[config.mk]
export PLATFORM = sky130hd
export DESIGN_NAME = shared_bus_controller
export DESIGN_NICKNAME = d
export VERILOG_FILES = /design/src/rtl/shared_bus_pkg.sv /design/src/rtl/rr_arbiter.sv /design/src/rtl/shared_bus_controller.sv
export SDC_FILE = /design/constraint.sdc
export NUM_CORES = 1
export LEC_CHECK = 0
export CAP_MARGIN = 0
export CORE_AREA = 4 4 273 275
export DETAILED_ROUTE_END_ITERATION = 10
export DIE_AREA = 0 0 277 279
export GPL_ROUTABILITY_DRIVEN = 0
export HOLD_SLACK_MARGIN = 0.15
export PLACE_DENSITY_LB_ADDON = 0.12
export SETUP_SLACK_MARGIN = 0.5
export SYNTH_ARGS = -nofsm -noshare
export SYNTH_HDL_FRONTEND = slang
export SYNTH_SLANG_ARGS = --single-unit
[constraint.sdc]
create_clock -name clk -period 4.5 [get_ports clk]
set_input_delay 0.675 -clock clk [delete_from_list [all_inputs] [get_ports clk]]
set_output_delay 0.675 -clock clk [all_outputs]
set_load 0.01 [all_outputs]
[src/rtl/shared_bus_pkg.sv]
// Shared types for the L2 snooping bus controller: snoop/opcode encodings,
// FSM states and snoop-response resolution.
package shared_bus_pkg;

    typedef enum logic [1:0] {
        SNOOP_NOHIT = 2'b00,
        SNOOP_HIT   = 2'b01,
        SNOOP_HITM  = 2'b10,
        SNOOP_RSVD  = 2'b11
    } snoop_t;

    typedef enum logic [7:0] {
        OP_IDLE       = 8'h00,
        OP_READ       = 8'h01,
        OP_WRITE      = 8'h02,
        OP_RWIM       = 8'h03,
        OP_INVALIDATE = 8'h04
    } bus_op_t;

    typedef enum logic [1:0] {
        ST_IDLE,
        ST_ADDR,
        ST_SNOOP,
        ST_RESP
    } bus_state_t;

    // The reserved code is treated as the most conservative response.
    function automatic snoop_t resolve_snoop(input logic [1:0] raw);
        return (raw == SNOOP_RSVD) ? SNOOP_HITM : snoop_t'(raw);
    endfunction

endpackage

[src/rtl/rr_arbiter.sv]
// Combinational round-robin picker: first set request at or after rr_ptr_i,
// wrapping modulo NUM_REQ.
module rr_arbiter #(
    parameter int NUM_REQ = 4
) (
    input  logic [NUM_REQ-1:0]         req_i,
    input  logic [$clog2(NUM_REQ)-1:0] rr_ptr_i,
    output logic [$clog2(NUM_REQ)-1:0] winner_o,
    output logic                       any_valid_o
);

    localparam int IDX_W = $clog2(NUM_REQ);

    logic [IDX_W-1:0] cand [NUM_REQ];

    // cand[gi] is the requester index sitting gi places after the pointer.
    for (genvar gi = 0; gi < NUM_REQ; gi++) begin : g_cand
        logic [IDX_W:0] sum;
        assign sum = {1'b0, rr_ptr_i} + (IDX_W+1)'(gi);
        assign cand[gi] = (sum >= (IDX_W+1)'(NUM_REQ))
                          ? IDX_W'(sum - (IDX_W+1)'(NUM_REQ))
                          : sum[IDX_W-1:0];
    end

    // Scan from the farthest candidate down so the nearest one wins.
    always_comb begin
        winner_o    = '0;
        any_valid_o = 1'b0;
        for (int k = NUM_REQ - 1; k >= 0; k--) begin
            if (req_i[cand[k]]) begin
                winner_o    = cand[k];
                any_valid_o = 1'b1;
            end
        end
    end

endmodule

[src/rtl/shared_bus_controller.sv]
// Round-robin sequencer for the shared snooping bus: grants one requester,
// drives its op/address for the snoop window and returns the snoop result.
module shared_bus_controller
    import shared_bus_pkg::*;
#(
    parameter int NUM_REQ    = 4,
    parameter int LINE_SIZE  = 512,
    parameter int ADDR_W     = 32,
    parameter int SNOOP_WAIT = 2
) (
    input  logic                      clk,
    input  logic                      rst,
    input  logic [NUM_REQ-1:0]        req_valid,
    input  logic [8*NUM_REQ-1:0]      req_op,
    input  logic [ADDR_W*NUM_REQ-1:0] req_addr,
    output logic [NUM_REQ-1:0]        grant,
    output logic [NUM_REQ-1:0]        done,
    output logic [1:0]                snoop_result,
    output logic [LINE_SIZE-1:0]      bus_data,
    output logic [7:0]                bus_op,
    output logic                      bus_drive,
    input  logic [1:0]                snoop_in
);

    localparam int IDX_W = $clog2(NUM_REQ);
    localparam int CNT_W = $clog2(SNOOP_WAIT + 1);

    bus_state_t        state_q, state_d;
    logic [IDX_W-1:0]  rr_ptr_q, rr_ptr_d;
    logic [IDX_W-1:0]  winner_q, winner_d;
    logic [7:0]        op_q, op_d;
    logic [ADDR_W-1:0] addr_q, addr_d;
    logic [CNT_W-1:0]  cnt_q, cnt_d;
    snoop_t            snoop_q, snoop_d;

    logic [IDX_W-1:0]  arb_winner;
    logic              arb_any;

    rr_arbiter #(.NUM_REQ(NUM_REQ)) u_arb (
        .req_i       (req_valid),
        .rr_ptr_i    (rr_ptr_q),
        .winner_o    (arb_winner),
        .any_valid_o (arb_any)
    );

    always_ff @(posedge clk or posedge rst) begin
        if (rst) begin
            state_q <= ST_IDLE;
        end else begin
            state_q <= state_d;
        end
    end

    always_ff @(posedge clk or posedge rst) begin
        if (rst) begin
            rr_ptr_q <= '0;
            winner_q <= '0;
            op_q     <= '0;
            addr_q   <= '0;
            cnt_q    <= '0;
            snoop_q  <= SNOOP_NOHIT;
        end else begin
            rr_ptr_q <= rr_ptr_d;
            winner_q <= winner_d;
            op_q     <= op_d;
            addr_q   <= addr_d;
            cnt_q    <= cnt_d;
            snoop_q  <= snoop_d;
        end
    end

    always_comb begin
        state_d  = state_q;
        rr_ptr_d = rr_ptr_q;
        winner_d = winner_q;
        op_d     = op_q;
        addr_d   = addr_q;
        cnt_d    = cnt_q;
        snoop_d  = snoop_q;

        unique case (state_q)
            ST_IDLE: begin
                // Requester fields are frozen here; later req_* changes are ignored.
                if (arb_any) begin
                    state_d  = ST_ADDR;
                    winner_d = arb_winner;
                    op_d     = req_op[8*arb_winner +: 8];
                    addr_d   = req_addr[ADDR_W*arb_winner +: ADDR_W];
                    rr_ptr_d = (arb_winner == IDX_W'(NUM_REQ - 1)) ? '0 : arb_winner + 1'b1;
                end
            end
            ST_ADDR: begin
                state_d = ST_SNOOP;
                cnt_d   = '0;
            end
            ST_SNOOP: begin
                if (cnt_q == CNT_W'(SNOOP_WAIT - 1)) begin
                    state_d = ST_RESP;
                    cnt_d   = '0;
                    snoop_d = resolve_snoop(snoop_in);
                end else begin
                    cnt_d = cnt_q + 1'b1;
                end
            end
            ST_RESP: begin
                state_d = ST_IDLE;
            end
            default: begin
                state_d = ST_IDLE;
            end
        endcase
    end

    logic [NUM_REQ-1:0] owner_onehot;
    assign owner_onehot = NUM_REQ'(1) << winner_q;

    always_comb begin
        grant     = '0;
        done      = '0;
        bus_drive = 1'b0;
        bus_data  = '0;
        bus_op    = '0;
        if (state_q != ST_IDLE) begin
            grant = owner_onehot;
        end
        if (state_q == ST_RESP) begin
            done = owner_onehot;
        end
        if (state_q == ST_ADDR || state_q == ST_SNOOP) begin
            bus_drive = 1'b1;
            bus_data  = LINE_SIZE'(addr_q);
            bus_op    = op_q;
        end
    end

    assign snoop_result = snoop_q;

endmodule

Word-level counts from Yosys, hierarchy flattened:

Cells that the tools add are included.
Widths: inputs -> output; s select.

* add/sub/neg operators: 9
* $lt $le $gt $ge: 8
* equal/unequal tests: 8
* shift operators: 3
* multiplexer cells: 32
* reduce and logical (&&, ||, !) cells: 7

Operator list (number)
* $shiftx 128x8->32: 1
* $mux 32: 1
* $shiftx 32x6->8: 1
* $mux 2: 13
* $lt 2x3->1 const B: 4
* $ge 3x3->1 const B: 3
* $mux 1: 9
* $bmux 1 s2: 4
* $eq 2x2->1 const B: 4
* $mux 4: 2
* $mux 8: 1
* $pmux 2 s4: 1
* $sub 2x1->2 const B: 4
* $add 2x2->3 const B: 2
* $reduce_and 2->1: 3
* $add 2x1->2 const B: 2
* $eq 2x1->1 const B: 2
* $ne 2x2->1 const B: 2
* $pmux 2 s2: 1
* $reduce_bool 2->1: 2
* $shl 1x2->4 const A: 1
* $add 2x1->3 const B: 1
* $ge 2x3->1 const B: 1
* $logic_not 2->1: 1
* $logic_or 1x1->1: 1

* flip-flop bits (word level): 50
* bits of input ports: 168
* word-level logic and storage cells: 74

Depth between registers and ports, before layout:

* depth after elaboration: 11
* depth in mapped cells: 9
* depth with buffers taken out: 6

By module:

From an unflattened synthesis, not the netlist that was laid out.

* cells, all modules: 812
* area total of the unflattened synthesis: 7188.1 um^2

By module, submodules not included
* shared_bus_controller: times used 1, cells each 799, area an instance 7110.6 um^2
* rr_arbiter: times used 1, cells each 13, area an instance 77.6 um^2

Worst setup path before layout:

No wires, ideal clock.

* kind: register to output
* start: register state_q[0]
* end: output bus_data[24]
* arrival: 1.239 ns
* data required time: 3.825 ns
* slack: 2.586 ns
* stages on the path, launching flop included: 5
* path buffers: 1
* path through: dfrtp_1 -> inv_1 -> ha_1 -> clkbuf_1 -> and2_1

* cells in the longest elaborated chain, start to end: 3
* elaborated cells between the ends (all ways): 4
* those cells by class: eq/ne: 2; mux: 1; reduce/logical: 1

RTL lines
* from (decl): line shared_bus_controller.sv:28 `bus_state_t state_q, state_d;`
* from (signal assigned): line shared_bus_controller.sv:50 `state_q <= state_d;`
* $eq 2x1->1 or $eq 2x2->1 (tied branches): line shared_bus_controller.sv:129 `if (state_q == ST_ADDR || state_q == ST_SNOOP) begin`
* $logic_or 1x1->1 (*): line shared_bus_controller.sv:129
* $mux 32 (*): line shared_bus_controller.sv:129
* to (decl): line shared_bus_controller.sv:19 `output logic [LINE_SIZE-1:0] bus_data,`

Every way passes the cells marked *; elsewhere a longest branch is shown, timed or not.

Final worst setup path:

* start: register state_q[0]
* end: output bus_data[0]

Same word-level chain as after synthesis.

==> impl_metrics.toml <==
[worst_setup_path]
cp.arrival_ns = 2.77
crit_type = "reg2out"
worstPathRequired_ns = 3.83
max_stage_delay_ns = 0.88
worst_setup_path_end_kind = "primary output"
cp_slowest_cell = "ha_2"
worstPathMaxFanout = 36
startpoint_type = "flop"
crit_chain = "inv_1 -> ha_2 -> buf_4 -> and2_1 -> clkdlybuf4s50_1"

[outcome]
status = "completed"

[cells_and_area]
finalCoreUtilization_pct = 12.6
seqCellArea_um2 = 1250
finalNetCount = 1230
drive_above_1_share_pct = 9.81
mostFrequentLayoutCells = "conb_1 (480), clkdlybuf4s50_1 (218), a211oi_2 (70)"
areaGrowthSynthToFinish_pct = 22.3
final_common_cell = "conb_1"
multi_input_area_um2 = 4230
fill_cells = 8370
stdcell_count = 2020

[floorplan]
dieArea_um2 = 77300
initial_core_util_pct = 10.3
die_h_um = 279
io_pins = 699
rows = 99
core_um2 = 72300
die_width_um = 277

[yosys]
synth.distinct_cells = 42
synth-edff-count = 0
syn_inst = 861
synth-main-ff-cell = "dfrtp_1"
ys_seq_area_share_pct = 16.8
ys_warn_count = 0
ys_ff_latch = 50
synth.avg_cell_area_um2 = 8.66
syn_area_um2 = 7450
async_flop_share_pct = 100

[global_route]
grtUsageMet3_pct = 1.80
gr-usage-all-layers_pct = 6.65
top_usage_layer = "met2"
grt_use_met2_pct = 11.9
grt_pass1_wl_um = 37200
antenna_found_initial = 4
first_global_vias = 4854
use_met1_pct = 8.09
gr-total-overflow = 0
grt_max_degree = 67

[clock_tree]
cts.sinks = 50
cts-root-buf = "clkbuf_16"
holdBufCountCts = 0
cts_tree = "done"
clock_latency_ns = 0.34
cts.reportedPaths.clkPinSlew_ns = 0.09
numCtsBuffers = 5
h-tree-depth = 2
postCtsSetupBuffers = 0
clk_path_buf_depth = 2
cts_resized = 0

[place]
port_buffers = 218
hpwl_um = 21800
dp.cells = 2011

[timing]
maxSlewHeadroom_pct = 29.0
slew_violations = 0
fin_crit_ns = 3.44
hold_ws_ns = 0.497
finalClockSkew_ns = 0.0174
rsz0062_at_grt = "no"
final-hold-violation-count = 0
setup-tns-final_ns = 0
worst_pin_slew_ns = 1.06
max_freq_ghz = 0.291
min_period_over_period_pct = 76.5
setup_viol = 0

[detailed_routing]
wl_per_cell_um = 14.0
drtAntennaViolNets = 0
via_count = 4952
first_pass_iters = 4
drt_iter0_markers = 170
via_per_inst = 2.45
drc = 0
routed_wl_um = 28300

[run]
cap_violations = 0

[hold_path]
hp-class = "reg2reg"

[power]
peakVddDrop_v = 0.000264
power_density_nw_per_um2 = 505
leakage_nw = 4.04
power.total_mw = 4.60
kinds of logic after synthesis:
group | share of synthesized area (%)
and+or+nand+nor | 11.2
DFF | 16.8
buffers and inverters | 51.0
AOI/OAI and AO/OA | 14.5
adders and majority gates | 0.504
muxes | 5.81
other | 0.0503
xor gates and xnor gates | 0.118
sequential cells by signal (all words and copies together) (netlist names):
| name | count |
|---|---|
| addr_q | 32 |
| cnt_q | 2 |
| op_q | 8 |
| rr_ptr_q | 2 |
| snoop_result | 2 |
| state_q | 2 |
| winner_q | 2 |
critical path, delay by kind of cell, from the launching register on:
kind	cells	cell delay, ns
adders and majority gates	1	0.88
buffers and inverters	3	1.01
DFF	1	0.38
and+or+nand+nor	1	0.16
layout make-up:
cell class	count	share of cell area [%]
multi-input cells	769	46.4
clock inverters	3	0.316
clock buffers	5	1.37
diodes	1	0.0275
well taps	959	13.2
repair buffers	228	24.8
inverters	5	0.206
flip-flops and latches	50	13.7
Yosys cell counts (2+ instances only):
cell type    n  area share, %
a211oi_1    10            1.0
a211oi_2    70             12
a21o_1       2           0.20
and2_1      40            3.4
and3_1      41            3.4
and3b_1      2           0.24
buf_2        6           0.40
buf_4      490             49
clkbuf_1    20            1.0
dfrtp_1     50             17
ha_1         3           0.50
inv_1        4           0.20
mux2_2       2           0.30
mux2i_1     41            5.5
nand2_1      6           0.30
nand2b_1     3           0.25
nor2_1      42            2.1
nor2b_1      2           0.17
nor3b_1      3           0.30
o21ai_0      2           0.13
final timing paths:
path / depth (start not counted) / end / start / slack (ns)
hold reg to reg: 2 / snoop_result[0] / snoop_result[0] / 0.50
setup / recovery: 5 / bus_data[0] / state_q[0] / 1.06
setup reg to reg: 6 / addr_q[28] / rr_ptr_q[1] / 1.98
hold / removal: 2 / snoop_result[0] / snoop_result[0] / 0.50
max in group asynchronous: 3 / op_q[5] / rst / 2.72
min in group asynchronous: 2 / addr_q[16] / rst / 0.86
metal layers:
metal,part of all wire (%),wire length [um]
met5,0,0
met4,0.69,196
met3,8.3,2350
met2,51,14600
met1,40,11200
stage by stage:
| stage | setup WS [ns] | cell area, um^2 |
|---|---|---|
| 2_1_floorplan | 2.59 | 9250 |
| 3_5_place_dp | 1.02 | 8950 |
| 5_1_grt | 0.771 | 9110 |
| 4_1_cts | 0.783 | 9110 |
| 3_3_place_gp | 1.07 | 8950 |
| 6_report | 1.06 | 9110 |
power by group:
group | internal (mW) | leakage (nW) | switching (mW) | total, mW
sequential | 0.677 | 0.566 | 0.137 | 0.814
combinational | 1.46 | 3.40 | 1.84 | 3.30
clock | 0.216 | 0.0759 | 0.269 | 0.485
(Power assumes the default switching activity.)
